## src/rtl/fetch_pkg.sv

```systemverilog
// Shared types and constants for the instruction-fetch stage.
package fetch_pkg;

  localparam int XLEN = 32;
  localparam logic [XLEN-1:0] NOP_INSN_DEF = 32'h0000_0013;

  typedef enum logic [2:0] {
    IDLE = 3'd0,
    REQ  = 3'd1,
    WAIT = 3'd2,
    DROP = 3'd3,
    HOLD = 3'd4
  } fetch_state_e;

  // Fetch addresses are always word aligned; the low two bits are forced to zero.
  function automatic logic [XLEN-1:0] align_word(input logic [XLEN-1:0] addr);
    return {addr[XLEN-1:2], 2'b00};
  endfunction

endpackage

```

## src/rtl/fetch_stage_if.sv

```systemverilog
// Instruction-memory request/response bus between the fetch stage and memory.
interface fetch_stage_if;
  import fetch_pkg::*;

  logic            imem_req;
  logic [XLEN-1:0] imem_addr;
  logic            imem_ready;
  logic            imem_rvalid;
  logic [XLEN-1:0] imem_rdata;

  modport master (
    output imem_req, imem_addr,
    input  imem_ready, imem_rvalid, imem_rdata
  );

  modport slave (
    input  imem_req, imem_addr,
    output imem_ready, imem_rvalid, imem_rdata
  );

endinterface

```

## src/rtl/fetch_skid_buf.sv

```systemverilog
// One-entry {ir, npc} buffer that parks a response arriving while decode is stalled.
module fetch_skid_buf
  import fetch_pkg::*;
#(
  parameter logic [XLEN-1:0] NOP_INSN = NOP_INSN_DEF
) (
  input  logic            clk,
  input  logic            reset,
  input  logic            load,
  input  logic            unload,
  input  logic            clear,
  input  logic [XLEN-1:0] load_ir,
  input  logic [XLEN-1:0] load_npc,
  output logic            full,
  output logic [XLEN-1:0] ir,
  output logic [XLEN-1:0] npc
);

  logic            full_r;
  logic [XLEN-1:0] ir_r;
  logic [XLEN-1:0] npc_r;

  // Occupancy and payload; clear wins over load so a redirect always empties it.
  always_ff @(posedge clk or negedge reset) begin
    if (!reset) begin
      full_r <= 1'b0;
      ir_r   <= NOP_INSN;
      npc_r  <= 32'h0000_0000;
    end else if (clear) begin
      full_r <= 1'b0;
    end else if (load) begin
      full_r <= 1'b1;
      ir_r   <= load_ir;
      npc_r  <= load_npc;
    end else if (unload) begin
      full_r <= 1'b0;
    end else begin
      full_r <= full_r;
    end
  end

  assign full = full_r;
  assign ir   = ir_r;
  assign npc  = npc_r;

endmodule

```

## src/rtl/fetch_stage.sv

```systemverilog
// Instruction-fetch stage: owns the PC, issues single-outstanding fetches and drives IF/ID.
module fetch_stage
  import fetch_pkg::*;
#(
  parameter logic [XLEN-1:0] RESET_PC = 32'h0000_0000,
  parameter logic [XLEN-1:0] NOP_INSN = NOP_INSN_DEF
) (
  input  logic            clk,
  input  logic            reset,
  input  logic            hazard,
  input  logic            redirect_valid,
  input  logic [XLEN-1:0] redirect_pc,
  fetch_stage_if.master   imem,
  output logic [XLEN-1:0] if_id_ir,
  output logic [XLEN-1:0] if_id_npc,
  output logic            if_id_valid
);

  fetch_state_e    state_r;
  logic [XLEN-1:0] pc_r;
  logic            req_r;
  logic [XLEN-1:0] ir_r;
  logic [XLEN-1:0] npc_r;
  logic            valid_r;

  logic            accept_s;
  logic [XLEN-1:0] pc_inc_s;
  logic            skid_load_s;
  logic            skid_unload_s;
  logic            skid_full_s;
  logic [XLEN-1:0] skid_ir_s;
  logic [XLEN-1:0] skid_npc_s;

  assign accept_s = req_r & imem.imem_ready;
  assign pc_inc_s = pc_r + 32'd4;

  // Skid is only touched when no redirect is pending.
  always_comb begin
    skid_load_s   = 1'b0;
    skid_unload_s = 1'b0;
    if (!redirect_valid) begin
      skid_load_s   = (state_r == WAIT) && imem.imem_rvalid && hazard;
      skid_unload_s = (state_r == HOLD) && skid_full_s && !hazard;
    end else begin
      skid_load_s   = 1'b0;
      skid_unload_s = 1'b0;
    end
  end

  fetch_skid_buf #(.NOP_INSN(NOP_INSN)) u_skid (
    .clk      (clk),
    .reset    (reset),
    .load     (skid_load_s),
    .unload   (skid_unload_s),
    .clear    (redirect_valid),
    .load_ir  (imem.imem_rdata),
    .load_npc (pc_inc_s),
    .full     (skid_full_s),
    .ir       (skid_ir_s),
    .npc      (skid_npc_s)
  );

  // Fetch FSM with PC, request and IF/ID registers.
  always_ff @(posedge clk or negedge reset) begin
    if (!reset) begin
      state_r <= IDLE;
      pc_r    <= RESET_PC;
      req_r   <= 1'b0;
      ir_r    <= NOP_INSN;
      npc_r   <= 32'h0000_0000;
      valid_r <= 1'b0;
    end else if (redirect_valid) begin
      // A request already accepted (or still in flight) must have its response swallowed in DROP.
      pc_r    <= align_word(redirect_pc);
      ir_r    <= NOP_INSN;
      npc_r   <= 32'h0000_0000;
      valid_r <= 1'b0;
      case (state_r)
        REQ: begin
          state_r <= accept_s ? DROP : REQ;
          req_r   <= !accept_s;
        end
        WAIT, DROP: begin
          state_r <= imem.imem_rvalid ? REQ : DROP;
          req_r   <= imem.imem_rvalid;
        end
        default: begin
          state_r <= REQ;
          req_r   <= 1'b1;
        end
      endcase
    end else begin
      if (hazard) begin
        ir_r    <= ir_r;
        npc_r   <= npc_r;
        valid_r <= valid_r;
      end else if ((state_r == WAIT) && imem.imem_rvalid) begin
        ir_r    <= imem.imem_rdata;
        npc_r   <= pc_inc_s;
        valid_r <= 1'b1;
      end else if (state_r == HOLD) begin
        ir_r    <= skid_ir_s;
        npc_r   <= skid_npc_s;
        valid_r <= 1'b1;
      end else begin
        ir_r    <= NOP_INSN;
        npc_r   <= 32'h0000_0000;
        valid_r <= 1'b0;
      end

      case (state_r)
        IDLE: begin
          state_r <= REQ;
          req_r   <= 1'b1;
        end
        REQ: begin
          state_r <= accept_s ? WAIT : REQ;
          req_r   <= !accept_s;
        end
        WAIT: begin
          if (imem.imem_rvalid) begin
            pc_r    <= pc_inc_s;
            state_r <= hazard ? HOLD : REQ;
            req_r   <= !hazard;
          end else begin
            state_r <= WAIT;
            req_r   <= 1'b0;
          end
        end
        DROP: begin
          state_r <= imem.imem_rvalid ? REQ : DROP;
          req_r   <= imem.imem_rvalid;
        end
        HOLD: begin
          state_r <= hazard ? HOLD : REQ;
          req_r   <= !hazard;
        end
        default: begin
          state_r <= IDLE;
          req_r   <= 1'b0;
        end
      endcase
    end
  end

  assign imem.imem_req  = req_r;
  assign imem.imem_addr = pc_r;
  assign if_id_ir       = ir_r;
  assign if_id_npc      = npc_r;
  assign if_id_valid    = valid_r;

endmodule
```

## src/flat_wrapper.sv

```systemverilog
// flat-port wrapper written by rule: the top's interface ports become plain ports
module fetch_stage_flat import fetch_pkg::*;
#(
  parameter logic [XLEN-1:0] RESET_PC = 32'h0000_0000,
  parameter logic [XLEN-1:0] NOP_INSN = NOP_INSN_DEF
)
  (clk, reset, hazard, redirect_valid, redirect_pc, if_id_ir, if_id_npc, if_id_valid, imem_imem_req, imem_imem_addr, imem_imem_ready, imem_imem_rvalid, imem_imem_rdata);
  fetch_stage_if imem_i ();
  input  logic clk;
  input  logic reset;
  input  logic hazard;
  input  logic redirect_valid;
  input  logic [XLEN-1:0] redirect_pc;
  output logic [XLEN-1:0] if_id_ir;
  output logic [XLEN-1:0] if_id_npc;
  output logic if_id_valid;
  output wire logic [$bits(imem_i.imem_req)-1:0] imem_imem_req;
  output wire logic [$bits(imem_i.imem_addr)-1:0] imem_imem_addr;
  input wire logic [$bits(imem_i.imem_ready)-1:0] imem_imem_ready;
  input wire logic [$bits(imem_i.imem_rvalid)-1:0] imem_imem_rvalid;
  input wire logic [$bits(imem_i.imem_rdata)-1:0] imem_imem_rdata;
  assign imem_imem_req = imem_i.imem_req;
  assign imem_imem_addr = imem_i.imem_addr;
  assign imem_i.imem_ready = imem_imem_ready;
  assign imem_i.imem_rvalid = imem_imem_rvalid;
  assign imem_i.imem_rdata = imem_imem_rdata;
  fetch_stage #(.RESET_PC(RESET_PC), .NOP_INSN(NOP_INSN)) u_core (.clk(clk), .reset(reset), .hazard(hazard), .redirect_valid(redirect_valid), .redirect_pc(redirect_pc), .imem(imem_i), .if_id_ir(if_id_ir), .if_id_npc(if_id_npc), .if_id_valid(if_id_valid));
endmodule
```

## config.mk

```make
export PLATFORM = sky130hd
export DESIGN_NAME = fetch_stage_flat
export DESIGN_NICKNAME = d
export VERILOG_FILES = /design/src/rtl/fetch_pkg.sv /design/src/rtl/fetch_stage_if.sv /design/src/rtl/fetch_skid_buf.sv /design/src/rtl/fetch_stage.sv /design/src/flat_wrapper.sv
export SDC_FILE = /design/constraint.sdc
export NUM_CORES = 1
export LEC_CHECK = 0
export CAP_MARGIN = 20
export CORE_UTILIZATION = 45
export DETAILED_ROUTE_END_ITERATION = 6
export GPL_TIMING_DRIVEN = 0
export PLACE_DENSITY = 0.75
export REMOVE_ABC_BUFFERS = 1
export SLEW_MARGIN = 20
export SYNTH_ARGS = -nofsm -noshare
export SYNTH_HDL_FRONTEND = slang
export SYNTH_SLANG_ARGS = --single-unit
```

## constraint.sdc

```tcl
create_clock -name clk -period 2.2 [get_ports clk]
set_input_delay 0.22 -clock clk [delete_from_list [all_inputs] [get_ports clk]]
set_output_delay 0.22 -clock clk [all_outputs]
set_load 0.01 [all_outputs]
```

==> summary.txt, run 1 <==
Run status
  • Status: finished, violations left
  • Failing checks: negative setup slack

Layout
  • Area Overhead vs Synth: 35.27%
  • Most frequent cells in the layout: nand2_1 (174), clkdlybuf4s50_1 (160), dfrtp_1 (151), o21ai_0 (70), nor2_1 (64)
  • Core Util, Final: 0.6286
  • Non-filler cells, final: 1169
  • N_diodes: 0
  • Layout cells sized above 1: 0.09234
  • # nets final: 1011
  • Commonest non-fill, non-tap cell in the layout: nand2_1

Floorplanning
  • Die Width: 130.5 µm
  • Die area: 0.01704 mm²
  • Ports: 168
  • Std cell rows: 46
  • Die Span Y: 130.5 µm
  • Core Area: 0.01600 mm²
  • Initial Util: 0.4647

Synthesis
  • Synth cell types: 48
  • Synth Register Bits: 160
  • Number of synthesized flops with an enable pin: 0
  • Syn Area/Cell: 9.342 µm²
  • Mapped Cells: 796
  • Register area share after synthesis: 0.5395
  • Mapped Area: 0.007436 mm²
  • Post-synth top flop: dfrtp_1
  • Syn. warnings: 0
  • Async SR Flop Fraction: 1.000

Run
  • Max cap viols: 0

Timing
  • Max frequency: 0.4507 GHz
  • Worst-Margin Slew: 0.7171 ns
  • Final worst path period need: 2.219 ns
  • Final period util: 1.009
  • Fin. max-slew vios: 0
  • Setup violations, final: 1
  • Headroom to the max-slew limit: 0.5220
  • Setup ws final: -0.01892 ns
  • Clock Skews: 0.006491 ns
  • Final count of hold timing violations: 0

Global routing
  • Largest net degree at the start of global routing: 94
  • Vias in the first global route: 6099
  • Initial antenna violation count: 0
  • Gr usage total: 0.2456
  • First-pass GRT wire length: 31880 µm
  • Global route overflow: 0

Detailed routing
  • Drt drc: 0
  • Final WL: 20510 µm
  • DR vias/cell: 5.481
  • Initial DRC count: 511
  • DR WL/cell: 17.54 µm
  • DR pass1 iterations: 7
  • Antenna-violating nets left: 0
  • DR vias: 6407

Worst setup path
  • Worst Setup End Kind: register
  • Slowest-stage cell, CP: nor4_1
  • WP data required: 2.49 ns
  • Worst-path cell chain: ha_2 > nand4_1 > nor4_1 > nand2_1 > xnor2_1 > o21ai_0
  • Worst setup path category: reg -> reg
  • Max incr delay on CP: 0.61 ns
  • Critical path startpoint category: register
  • CP arrival: 2.50 ns
  • R2r setup slk: -0.02 ns
  • Max FO, Critical Path: 5

Clocking
  • CTS buffer count: 17
  • H-tree Lvls: 4
  • Clk sink count: 160
  • Root Driver: clkbuf_16
  • Clk buf depth: 2
  • CTS tree: built
  • Clk Latency, worst-skew pair: 0.42 ns
  • Clk slew on worst S/H paths: 0.06 ns

Placed design
  • Worst slack, placed: -0.6236 ns
  • Number of port buffers: 163
  • Placed Instances: 1125
  • Hpwl dp: 13280 µm
  • RD Place Congestion: 0.8505

Worst hold path
  • Hold Path Class: in -> reg

Pwr
  • Pwr Density: 768.6 mW/mm²
  • Design Power: 7.731 mW
  • Peak VDD IR: 538.3 µV
  • Leak: 4.123 nW
cell usage after synthesis (all sizes together) (2+ instances only):
cell type	count	area, µm²
nand2	175	656.9
dfrtp	154	3854
o21ai	80	404.1
nor2	67	251.5
clkbuf	49	183.9
nor3	43	215.2
xnor2	36	315.3
a221oi	29	254.0
a22oi	25	187.7
xor2	21	183.9
nand4	18	127.6
nand3	16	85.08
buf	12	62.55
a21oi	11	55.05
nor4	8	68.82
dfstp	6	157.7
and3	5	31.28
inv	5	18.77
and2	4	25.02
nand2b	4	25.02
a31oi	3	18.77
and4	3	27.53
a211oi	2	15.01
mux2i	2	20.02
or3	2	12.51
or4	2	22.52
worst paths after layout:
check | depth (start not counted) | endpoint | start
worst min register to register | 2 | u_core.u_skid.ir[4] | u_core.u_skid.ir[4]
min in group asynchronous | 2 | u_core.if_id_ir[8] | reset
max in group asynchronous | 3 | u_core.imem.imem_addr[15] | reset
worst max-delay path | 6 | u_core.u_skid.npc[30] | u_core.imem.imem_addr[3]
worst min-delay path | 3 | u_core.imem.imem_addr[27] | redirect_valid
worst max register to register | 6 | u_core.u_skid.npc[30] | u_core.imem.imem_addr[3]
sequential cells by signal, indices dropped and copies added (netlist names):
register and flops:
u_core.if_id_valid 1, u_core.if_id_ir 32, u_core.state_r 3, u_core.u_skid.npc 30
u_core.if_id_npc 31, u_core.u_skid.ir 32, u_core.imem.imem_req 1, u_core.imem.imem_addr 30
kinds of logic after synthesis:
kind of cell,share of synthesized area
buffers and inverters,0.03567
DFF,0.5395
AOI/OAI and AO/OA,0.1316
adders and majority gates,0.001682
other,0.0005043
muxes,0.002692
and+or+nand+nor,0.2213
xor gates and xnor gates,0.06714
through the flow:
step / instance area [µm²] / hold slack (ns) / setup TNS [ns]
final: 10060 / 0.2099 / -0.01892
after global routing: 10060 / 0.2289 / -0.1065
after detailed placement: 9330 / 0.2889 / -49.95
after CTS: 9970 / 0.1953 / 0
after floorplan: 7193 / -0.07559 / -81.49
after global placement: 9095 / 0.4472 / -1517.52
power breakdown:
part           total, mW  internal (mW)  switching [mW]  leakage, nW
Sequential          3.72           3.38           0.341         2.11
Combinational       1.19          0.598           0.596         1.75
Clock               2.82           1.65            1.17        0.259
Total               7.73           5.62            2.11         4.12
layout make-up:
cell class | instances | area [µm²]
Clock buffer | 24 | 481.7
Clock inverter | 8 | 81.33
Fill cell | 1362 | 5942
Inverter | 5 | 18.77
Multi-Input combinational cell | 573 | 3284
Sequential cell | 160 | 4015
Tap cell | 216 | 270.3
Timing Repair Buffer | 183 | 1907
per-layer routing:
layer | part of all wire | global-route usage | vias to the layer above | routed length [µm]
li1 | - | - | 3049 | -
met1 | 0.43 | 0.3250 | 3116 | 8786
met2 | 0.49 | 0.3987 | 209 | 10120
met3 | 0.058 | 0.04845 | 33 | 1194
met4 | 0.020 | 0.09601 | 0 | 403
met5 | 0 | 0 | - | 0
timing repair:
action | CTS | global route
gates resized for setup | 5 | 9
pin swaps | 2 | 3
cloned | 1 | 1
hold buffers | 1 | 0
setup endpoints to repair | 95 | 61
hold endpoints to repair | 86 | 0
setup buffers | 4 | 5
critical path: cells and delay by family, from the launching register on:
| kind | cells | cell delay [ns] |
|---|---|---|
| XOR/XNOR | 1 | 0.29 |
| flip-flops | 1 | 0.40 |
| adder cells (fa/ha/maj) | 1 | 0.24 |
| AO/OA/AOI/OAI | 1 | 0.15 |
| AND/OR/NAND/NOR | 3 | 1.00 |
Power figures use the tool's default switching activity.
==> run 2: changes to the inputs <==
--- a/config.mk
+++ b/config.mk
@@ -11,6 +11,7 @@
 export GPL_TIMING_DRIVEN = 0
 export PLACE_DENSITY = 0.75
 export REMOVE_ABC_BUFFERS = 1
+export SETUP_SLACK_MARGIN = 0.02
 export SLEW_MARGIN = 20
 export SYNTH_ARGS = -nofsm -noshare
 export SYNTH_HDL_FRONTEND = slang
==> run 2 against run 1 <==
The run still ends with negative setup slack left. Critical path depth did not move. First-iteration DRC count fell by 11%. Sequential power barely moved. Clock power barely moved. Setup slack improved by 0.014 ns. Final cell count rose by 0.26%. Flip-flop and latch count did not move. Combinational power barely moved. Register-to-register slack barely moved. Cell area rose by 0.20%. Utilization rose by 0.13 points. Largest cell class unchanged.
==> summary.txt, run 2 (synthesis results as in run 1) <==
Pwr
  • Peak VDD IR: 542.1 µV
  • Design Power: 7.737 mW
  • Leak: 4.134 nW
  • Pwr Density: 767.6 mW/mm²

Global routing
  • Initial antenna violation count: 0
  • Gr usage total: 0.2456
  • Largest net degree at the start of global routing: 94
  • First-pass GRT wire length: 31880 µm
  • Vias in the first global route: 6100
  • Global route overflow: 0

Layout
  • Core Util, Final: 0.6299
  • Post-route cell area: 0.01008 mm²
  • Area Overhead vs Synth: 35.54%
  • Commonest non-fill, non-tap cell in the layout: nand2_1
  • Non-filler cells, final: 1172
  • Most frequent cells in the layout: nand2_1 (174), clkdlybuf4s50_1 (160), dfrtp_1 (152), o21ai_0 (70), nor2_1 (64)
  • N_diodes: 0
  • Layout cells sized above 1: 0.09414
  • # nets final: 1014

Detailed routing
  • DR vias/cell: 5.462
  • Initial DRC count: 456
  • Drt drc: 0
  • DR WL/cell: 17.77 µm
  • Final WL: 20830 µm
  • Antenna-violating nets left: 0
  • DR pass1 iterations: 5
  • DR vias: 6401

Worst hold path
  • Hold Path Class: in -> reg
  • Hold path cells: 3
  • Hold EP: u_core.imem.imem_addr[27]
  • Worst Hold Launch: redirect_valid

Floorplanning
  • Ports: 168
  • Initial Util: 0.4647
  • Die Width: 130.5 µm
  • Die area: 0.01704 mm²
  • Std cell rows: 46
  • Core Area: 0.01600 mm²
  • Die Span Y: 130.5 µm

Clocking
  • CTS tree: built
  • Clk buf depth: 2
  • Clk sink count: 160
  • Clk Latency, worst-skew pair: 0.42 ns
  • Root Driver: clkbuf_16
  • H-tree Lvls: 4
  • Clk slew on worst S/H paths: 0.06 ns
  • CTS buffer count: 17

Timing
  • Final count of hold timing violations: 0
  • Hold Slack: 0.2094 ns
  • Clock Skews: 0.006421 ns
  • Final period util: 1.002
  • Max frequency: 0.4535 GHz
  • Setup ws final: -0.005002 ns
  • Final worst path period need: 2.205 ns
  • Total negative slack: -0.005002 ns
  • Setup violations, final: 1
  • Worst-Margin Slew: 0.7322 ns
  • Headroom to the max-slew limit: 0.5114
  • Fin. max-slew vios: 0

Worst setup path
  • Max FO, Critical Path: 5
  • Worst setup path category: reg -> reg
  • Crit Reg-Reg Startpoint: u_core.imem.imem_addr[2]
  • CP arrival: 2.49 ns
  • R2r setup slk: -0.005 ns
  • WP data required: 2.48 ns
  • R2R depth: 6
  • Critical path startpoint category: register
  • Reg2Reg Capture Point: u_core.u_skid.npc[30]
  • Worst Setup End Kind: register

Placed design
  • Placed Instances: 1125
  • Placed inst area: 0.009330 mm²
  • Worst slack, placed: -0.6236 ns
  • Hpwl dp: 13280 µm
  • RD Place Congestion: 0.8505
  • Number of port buffers: 163

Run status
  • Failing checks: negative setup slack
  • Status: finished, violations left

Run
  • Max cap viols: 0
==> run 2: cell types whose count changed in the layout (fill, tap and decap cells not counted), sizes merged <==
cell  delta
nor2     +1
buf      +2
==> run 2: worst max path at each step <==
stage / start / endpoint / slack, ns
detailed placement: imem_imem_rvalid / u_core.imem.imem_addr[12] / -0.62
global route: u_core.imem.imem_addr[2] / u_core.u_skid.npc[30] / -0.06
finish: u_core.imem.imem_addr[2] / u_core.u_skid.npc[30] / -0.005
CTS: u_core.state_r[1] / u_core.if_id_npc[28] / 0.02
floorplan: hazard / u_core.u_skid.npc[11] / -1.22
global placement: redirect_valid / u_core.u_skid.npc[2] / -6.24
==> run 2: area by class of cell <==
type	instances	area, µm²
Fill cell	1359	5922
Sequential cell	160	4014
Multi-Input combinational cell	574	3291
Timing Repair Buffer	185	1922
Clock buffer	24	481.7
Tap cell	216	270.3
Clock inverter	8	81.33
Inverter	5	18.77
==> run 2: critical path, stage by stage (launching register included) <==
cell and delay [ns]:
dfrtp_2 0.39, ha_2 0.23, nand4_1 0.21, nor4_1 0.61
nand2_1 0.18, xnor2_1 0.28, o21ai_0 0.16
==> run 2: repair_timing <==
| item | in CTS | in global routing |
|---|---|---|
| hold endpoints to repair | 86 | 0 |
| hold buffers | 1 | 0 |
| cloned | 1 | 2 |
| setup endpoints to repair | 99 | 66 |
| buffers inserted | 4 | 7 |
| resized for setup | 6 | 7 |
| pin swaps | 2 | 4 |
==> run 2: per-layer routing <==
metal	global-route usage	vias to the layer above	wire, µm
li1	-	3050	-
met1	0.3250	3108	9070
met2	0.3987	210	10180
met3	0.04845	33	1142
met4	0.09601	0	438
met5	0	-	0
==> run 2: power by group <==
group          total (mW)  internal [mW]  switching (mW)  leakage, nW
Clock                2.82           1.65            1.17        0.259
Sequential           3.72           3.38           0.338         2.12
Combinational        1.20          0.603           0.600         1.76
Total                7.74           5.63            2.11         4.13
==> run 3: changes to the inputs <==
--- a/config.mk
+++ b/config.mk
@@ -12,7 +12,6 @@
 export PLACE_DENSITY = 0.75
 export REMOVE_ABC_BUFFERS = 1
 export SETUP_SLACK_MARGIN = 0.02
-export SLEW_MARGIN = 20
 export SYNTH_ARGS = -nofsm -noshare
 export SYNTH_HDL_FRONTEND = slang
 export SYNTH_SLANG_ARGS = --single-unit
==> run 3 against run 2 <==
The flow now finishes without violations. Total power grew 3.2%. Non-clock buffer count grew 1. Critical path depth is the same. Combinational power is essentially flat. Sequential share of layout area is essentially flat. Critical path type unchanged. Critical endpoint is now u_core.imem.imem_addr[24].
==> summary.txt, run 3 (synthesis results as in run 1) <==
Layout
  • Layout cells sized above 1: 0.09195
  • Non-filler cells, final: 1173
  • N_diodes: 0
  • Commonest non-fill, non-tap cell in the layout: nand2_1
  • Most frequent cells in the layout: nand2_1 (174), clkdlybuf4s50_1 (160), dfrtp_1 (153), o21ai_0 (70), nor2_1 (64)
  • Area Overhead vs Synth: 35.64%
  • # nets final: 1015

Worst hold path
  • Hold Path Class: in -> reg
  • Hold EP: u_core.imem.imem_addr[27]
  • Hold path cells: 3
  • Worst Hold Launch: redirect_valid

Clocking
  • CTS tree: built
  • Clk sink count: 160
  • Clk slew on worst S/H paths: 0.06 ns
  • Clk Latency, worst-skew pair: 0.42 ns
  • Clk buf depth: 2
  • CTS buffer count: 17
  • H-tree Lvls: 4
  • Root Driver: clkbuf_16

Detailed routing
  • Antenna-violating nets left: 0
  • DR vias/cell: 5.480
  • Final WL: 20440 µm
  • DR WL/cell: 17.42 µm
  • DR pass1 iterations: 5
  • Initial DRC count: 502
  • Drt drc: 0
  • DR vias: 6428

Timing
  • Final worst path period need: 2.125 ns
  • Clock Skews: 0.008456 ns
  • Total negative slack: 0 ns
  • Final count of hold timing violations: 0
  • Fin. max-slew vios: 0
  • RSZ-0062 raised after global routing: true
  • Worst-Margin Slew: 0.9793 ns
  • Headroom to the max-slew limit: 0.3472
  • Final period util: 0.9660
  • Setup violations, final: 0
  • Max frequency: 0.4705 GHz

Worst setup path
  • Crit Reg-Reg Startpoint: u_core.imem.imem_addr[3]
  • WP data required: 2.49 ns
  • Worst setup path category: reg -> reg
  • Max FO, Critical Path: 5
  • Reg2Reg Capture Point: u_core.imem.imem_addr[24]
  • Critical path startpoint category: register
  • Worst Setup End Kind: register
  • CP arrival: 2.42 ns
  • R2r setup slk: 0.07 ns
  • R2R depth: 6

Floorplanning
  • Initial Util: 0.4647
  • Die Width: 130.5 µm
  • Die area: 0.01704 mm²
  • Die Span Y: 130.5 µm
  • Ports: 168
  • Core Area: 0.01600 mm²
  • Std cell rows: 46

Global routing
  • Global route overflow: 0
  • Vias in the first global route: 6049
  • Initial antenna violation count: 0
  • Gr usage total: 0.2472
  • Largest net degree at the start of global routing: 110
  • First-pass GRT wire length: 32160 µm

Run
  • Max cap viols: 0

Placed design
  • RD Place Congestion: 0.8505
  • Number of port buffers: 163
  • Hpwl dp: 13100 µm
  • Placed Instances: 1125

Pwr
  • Pwr Density: 791.4 mW/mm²
  • Proportion of power drawn by the clock network: 0.384
  • Sw Ratio: 0.2633
  • Switching power total: 2.102 mW
  • Leak: 4.173 nW
  • Peak VDD IR: 575.2 µV
  • Seq pwr share: 0.465
  • Power Internal: 5.880 mW
  • Combinational power share: 0.151

Run status
  • Status: complete, no violations
## run 3: layout make-up
cell class	instances	area (µm²)
Clock buffer	22	484.2
Clock inverter	10	132.6
Fill cell	1356	5914
Inverter	5	22.52
Multi-Input combinational cell	574	3257
Sequential cell	160	4013
Tap cell	216	270.3
Timing Repair Buffer	186	1907
## run 3: per-stage QoR
step	util	hold slack [ns]	setup slack (ns)	power (mW)	area, µm²
after global placement	0.5684	0.4472	-6.240	4.848	9095
after CTS	0.6258	0.2046	0.03931	8.003	10010
after global routing	0.6304	0.2432	0.01579	8.338	10090
after floorplan	-	-0.07559	-1.220	4.268	7193
after detailed placement	0.5809	0.1640	-1.442	4.908	9294
final	0.6304	0.2149	0.07471	7.982	10090
## run 3: timing repair
| action | CTS | global route |
|---|---|---|
| pin swaps | 3 | 4 |
| buffers inserted | 5 | 7 |
| setup endpoints to repair | 98 | 45 |
| resized for setup | 7 | 3 |
| gates cloned | 3 | 0 |
| hold endpoints to repair | 48 | 0 |
| hold buffers | 1 | 0 |
## run 3: worst max-delay path by stage
stage,from,end,depth (start not counted)
after floorplan,hazard,u_core.u_skid.npc[11],5
after global placement,redirect_valid,u_core.u_skid.npc[2],4
after detailed placement,hazard,u_core.u_skid.npc[25],7
after CTS,u_core.imem.imem_addr[11],u_core.imem.imem_addr[22],5
after global routing,u_core.imem.imem_addr[3],u_core.imem.imem_addr[24],6
final,u_core.imem.imem_addr[3],u_core.imem.imem_addr[24],6
## run 3: per-layer routing
layer,GRT usage,wire length (µm),up-vias
met5,0,0,-
met4,0.07437,315,0
met3,0.03909,1047,20
met2,0.3940,9995,202
met1,0.3482,9076,3143
li1,-,-,3063
## run 3: critical path, stage by stage, from the launching register on
cell,delay (ns)
dfrtp_1,0.42
ha_4,0.18
nand4_1,0.22
or4_4,0.64
nor4_2,0.29
xnor2_1,0.16
o21ai_1,0.07
## run 3: power by group through the flow
stage	Sequential (mW)	Clock, mW	Combinational [mW]
after floorplan	3.72	0	0.553
after global placement	3.73	0	1.11
after detailed placement	3.75	0	1.16
after CTS	3.71	3.10	1.19
after global routing	3.77	3.23	1.34
final	3.71	3.07	1.20
==> variant 1, RTL diff (settings of run 3) <==
The 5 states of `fetch_state_e` get a one-hot encoding in 5 bits.
--- a/src/rtl/fetch_pkg.sv
+++ b/src/rtl/fetch_pkg.sv
@@ -4,12 +4,12 @@
   localparam int XLEN = 32;
   localparam logic [XLEN-1:0] NOP_INSN_DEF = 32'h0000_0013;
 
-  typedef enum logic [2:0] {
-    IDLE = 3'd0,
-    REQ  = 3'd1,
-    WAIT = 3'd2,
-    DROP = 3'd3,
-    HOLD = 3'd4
+  typedef enum logic [4:0] {
+    IDLE = 5'b00001,
+    REQ  = 5'b00010,
+    WAIT = 5'b00100,
+    DROP = 5'b01000,
+    HOLD = 5'b10000
   } fetch_state_e;
 
   // Fetch addresses are always word aligned; the low two bits are forced to zero.
Formal check against the unedited RTL: no difference found for any inputs over 4 cycles, from zero or initial values and one cycle with reset low; so few cycles prove little.
==> variant 1 against run 3 <==
Setup slack improved by 0.044 ns; largest cell class unchanged; wire length fell by 3.2%; cell area rose by 2.9%; sequential cell count rose by 1; largest power group unchanged; sequential power rose by 2%; the flow now finishes with violations (DRC); total power rose by 1.2%; synthesized area rose by 6.3%.
==> variant 1: results <==
export IMPL_wl_met3_um=983
export IMPL_ys_top_cells_by_area="dfrtp_1 49%, mux2_2 4.3%, o21ai_0 3.8%"
export IMPL_dp_cells=1105
export IMPL_grt_use_met1=0.303
export IMPL_maxSlewHeadroom=0.559
export IMPL_firstDrtPassIters=7
export IMPL_r2r_slack_ns=0.12
export IMPL_drt_iter0_markers=355
export IMPL_holdWs_ns=0.309
export IMPL_cp_slowest_cell="or4_4"
export IMPL_fill_cells=1487
export IMPL_dp_slack_ns=-0.841
export IMPL_cp_max_fo=7
export IMPL_worst_r2r_endpoint="u_core.if_id_npc[24]$_DFFE_PN0P_"
export IMPL_detail_route_wl_per_cell_um=17.3
export IMPL_met3_usage=0.0480
export IMPL_p_int_uw=5790
export IMPL_dr_wl_met2_um=9520
export IMPL_fin_cells=1145
export IMPL_num_nets_final=978
export IMPL_r2r_start="u_core.imem.imem_addr[2]$_DFFE_PN0P_"
export IMPL_netlist_top_cells_count="154 x dfrtp_1, 79 x nand2_1, 60 x o21ai_0"
export IMPL_grt_pass1_wl_um=31800
export IMPL_drive_gt1_frac=0.126
export IMPL_fin_skew_ns=0.0108
export IMPL_viasPerCell=5.50
export IMPL_wl_met1_um=9040
export IMPL_grt_max_degree=100
export IMPL_drc=1
export IMPL_power_uw=8080
export IMPL_finalWeightedCongestion=0.755
export IMPL_use_met2=0.367
export IMPL_track_usage=0.226
export IMPL_status="finished with violations"
export IMPL_irDropWorstVdd_uv=560
export IMPL_syn_area_per_cell_um2=10.2
export IMPL_combPwrFrac=0.175
export IMPL_place_detailed_hpwl_um=12000
export IMPL_grt_pass1_vias=6039
export IMPL_powerSeq_uw=3780
export IMPL_yosysSeqAreaShare=0.511
export IMPL_violations="DRC"
export IMPL_yosysUniqueCellTypes=53
-- variant 1: cell types whose count changed in the layout (fill, tap and decap cells not counted), sizes merged, moves of 16 or more --
cell   change
inv       +16
mux2      +33
nand2     -92
nor2      -50
nor2b     +46
o22ai     +21
-- variant 1: per-stage QoR --
step,area [µm²],utilization,TNS [ns]
2_1_floorplan,7590,-,-113.81
3_3_place_gp,9500,0.551,-1484.27
3_5_place_dp,9660,0.560,-48.18
4_1_cts,10400,0.601,-0.00193
5_1_grt,10400,0.602,0
6_report,10400,0.602,0
-- variant 1: logic make-up (layout without fill, tap and decap cells) --
| logic type | count (synthesis) | in the layout | share of synthesized area |
|---|---|---|---|
| multiplexers | 35 | 35 | 0.0496 |
| adder cells (fa/ha/maj) | 1 | 1 | 0.00158 |
| XOR/XNOR | 56 | 56 | 0.0621 |
| other | 1 | 2 | 0.000475 |
| flip-flops | 161 | 161 | 0.511 |
| buffers and inverters | 78 | 220 | 0.0462 |
| AO/OA/AOI/OAI | 173 | 173 | 0.137 |
| AND/OR/NAND/NOR | 270 | 272 | 0.192 |
-- variant 1: critical path: cells and delay by family, from the launching register on --
family,cells,cell delay (ns)
fa+ha+maj,1,0.25
flops,1,0.43
simple gates,3,0.99
compound gates,2,0.31
-- variant 1: timing repair --
action	CTS	global route
setup buffers	3	1
gates cloned	2	1
hold buffers	1	0
gates resized for setup	9	3
setup endpoints to repair	113	75
hold endpoints to repair	59	0
pin swaps	3	2
-- variant 1: area by class of cell --
cell class	instances	area share
multi-input combinational	539	0.344
timing repair buffer	175	0.180
inverter	13	0.00470
sequential	161	0.389
clock buffer	17	0.0410
clock inverter	15	0.0142
tap	225	0.0271
==> variant 2, RTL diff (settings of run 3) <==
Without the edit above. The package constant `XLEN` goes from 32 to 64.
--- a/src/rtl/fetch_pkg.sv
+++ b/src/rtl/fetch_pkg.sv
@@ -1,7 +1,7 @@
 // Shared types and constants for the instruction-fetch stage.
 package fetch_pkg;
 
-  localparam int XLEN = 32;
+  localparam int XLEN = 64;
   localparam logic [XLEN-1:0] NOP_INSN_DEF = 32'h0000_0013;
 
   typedef enum logic [2:0] {
Ports: changed (5 resized); port bits go from 168 to 328. No check against the original RTL was run, so the function may have changed too.
==> variant 2 against run 3 <==
Synthesized area up 100%; clock power is 89% higher; hold slack worse by 0.14 ns; final cell count is 110% higher; wire length is 150% higher; setup slack worse by 0.065 ns; non-clock buffer count grew 244; total power grew 110%; sequential cell count rose by 160; fmax is 3.0% lower; cell area up 110%; critical path type unchanged; largest power group unchanged.
==> variant 2: results <==
export IMPL_vias=14082
export IMPL_fin_skew_ns=0.0146
export IMPL_antenna_found_initial=1
export IMPL_cp_max_fo=8
export IMPL_syn_area_per_cell_um2=8.88
export IMPL_yosysSeqAreaShare=0.530
export IMPL_track_usage=0.288
export IMPL_irDropWorstVdd_uv=633
export IMPL_fill_cells=2601
export IMPL_io_buffers=323
export IMPL_drt_iter0_markers=1031
export IMPL_cts_max_path_buffers=3
export IMPL_place_detailed_hpwl_um=30800
export IMPL_p_comb_uw=2870
export IMPL_num_nets_final=2178
export IMPL_maxSlewHeadroom=0.403
export IMPL_grt_use_met1=0.364
export IMPL_detail_route_wl_per_cell_um=20.1
export IMPL_netlist_top_cells_count="387 x nand2_1, 314 x dfrtp_1, 176 x nor2_1"
export IMPL_met3_usage=0.0828
export IMPL_drive_gt1_frac=0.133
export IMPL_swShare=0.281
export IMPL_grt_pass1_wl_um=76900
export IMPL_dr_wl_met2_um=23500
export IMPL_synthDominantCellAreaShare=0.520
export IMPL_yosysUniqueCellTypes=52
export IMPL_worstSkewPairLatency_ns=0.51
export IMPL_wl_met3_um=5010
export IMPL_top_layer_used="met5"
export IMPL_p_leak_uw=0.00904
export IMPL_dpl_cell_area_mm2=0.0189
export IMPL_htree_num_levels=2
export IMPL_cts_buffers=36
export IMPL_use_met2=0.468
export IMPL_status="complete, no violations"
export IMPL_powerSeq_uw=7930
export IMPL_dp_cells=2370
[variant 2: changes by cell type in the layout (fill, tap and decap cells not counted), moves of 21 or more]
cell	before	now
buf_4	17	63
nor2_1	64	172
a22oi_1	25	104
a21oi_1	11	80
nand2_1	174	381
clkdlybuf4s50_1	160	320
dfrtp_1	153	282
a221oi_1	29	6
xor2_1	21	42
o21ai_0	70	150
clkbuf_16	17	39
nor3_1	41	20
dfrtp_2	1	32
xnor2_1	36	70
[variant 2: timing repair]
action,in CTS,in global routing
setup endpoints to repair,267,182
setup buffers,44,23
endpoints found under the hold margin,102,0
resized for setup,83,74
cloned,10,2
pin swaps,14,23
hold buffers,1,0
[variant 2: logic make-up (layout without fill, tap and decap cells)]
kind of cell               count (synthesis)  after routing  synth area share
and+or+nand+nor                          743            746             0.217
AOI/OAI and AO/OA                        376            376             0.145
DFF                                      320            320             0.530
buffers and inverters                    140            494            0.0369
xor gates and xnor gates                 120            120            0.0695
adders and majority gates                  1              1          0.000827
other                                      1              2          0.000248
muxes                                      1              1          0.000662
[variant 2: critical path: stages, from the launching register on]
cell and delay [ns]:
dfrtp_2 0.41, nand4_1 0.14, buf_4 0.18, nor4_4 0.36, and4_4 0.42, buf_6 0.15
nand2_2 0.04, xor2_1 0.19, o21ai_0 0.14
[variant 2: metrics by stage]
step                setup slack (ns)   util   TNS, ns  total power, µW
floorplan                     -12.73      -  -2719.09             9130
global placement              -29.16  0.561         -            10400
detailed placement             -1.24  0.577   -223.12            10600
CTS                          0.00868  0.636         0            16600
global route                  -0.116  0.651     -1.02            17400
finish                       0.00973  0.651         0            16600
[variant 2: layout make-up]
| cell class | instances | area [µm²] | area share |
|---|---|---|---|
| Timing Repair Buffer | 430 | 4530 | 0.212 |
| Tap cell | 442 | 553 | 0.0259 |
| Clock buffer | 49 | 1000 | 0.0469 |
| Sequential cell | 320 | 8060 | 0.377 |
| Multi-Input combinational cell | 1246 | 7070 | 0.331 |
| Inverter | 9 | 37.5 | 0.00176 |
| Clock inverter | 6 | 105 | 0.00492 |
[variant 2: worst paths after layout]
path	end	start	slack, ns	depth (start not counted)
setup reg to reg	u_core.if_id_npc[40]$_DFFE_PN0P_	u_core.imem.imem_addr[15]$_DFFE_PN0N_	0.01	8
max in group asynchronous	u_core.state_r[2]$_DFF_PN0_	reset	0.72	3
min in group asynchronous	u_core.if_id_npc[28]$_DFFE_PN0P_	reset	0.39	2
hold reg to reg	u_core.u_skid.ir[4]$_DFFE_PN1P_	u_core.u_skid.ir[4]$_DFFE_PN1P_	0.46	2
setup / recovery	u_core.if_id_npc[40]$_DFFE_PN0P_	u_core.imem.imem_addr[15]$_DFFE_PN0N_	0.01	8
hold / removal	u_core.if_id_ir[17]$_DFFE_PN0P_	redirect_valid	0.07	2
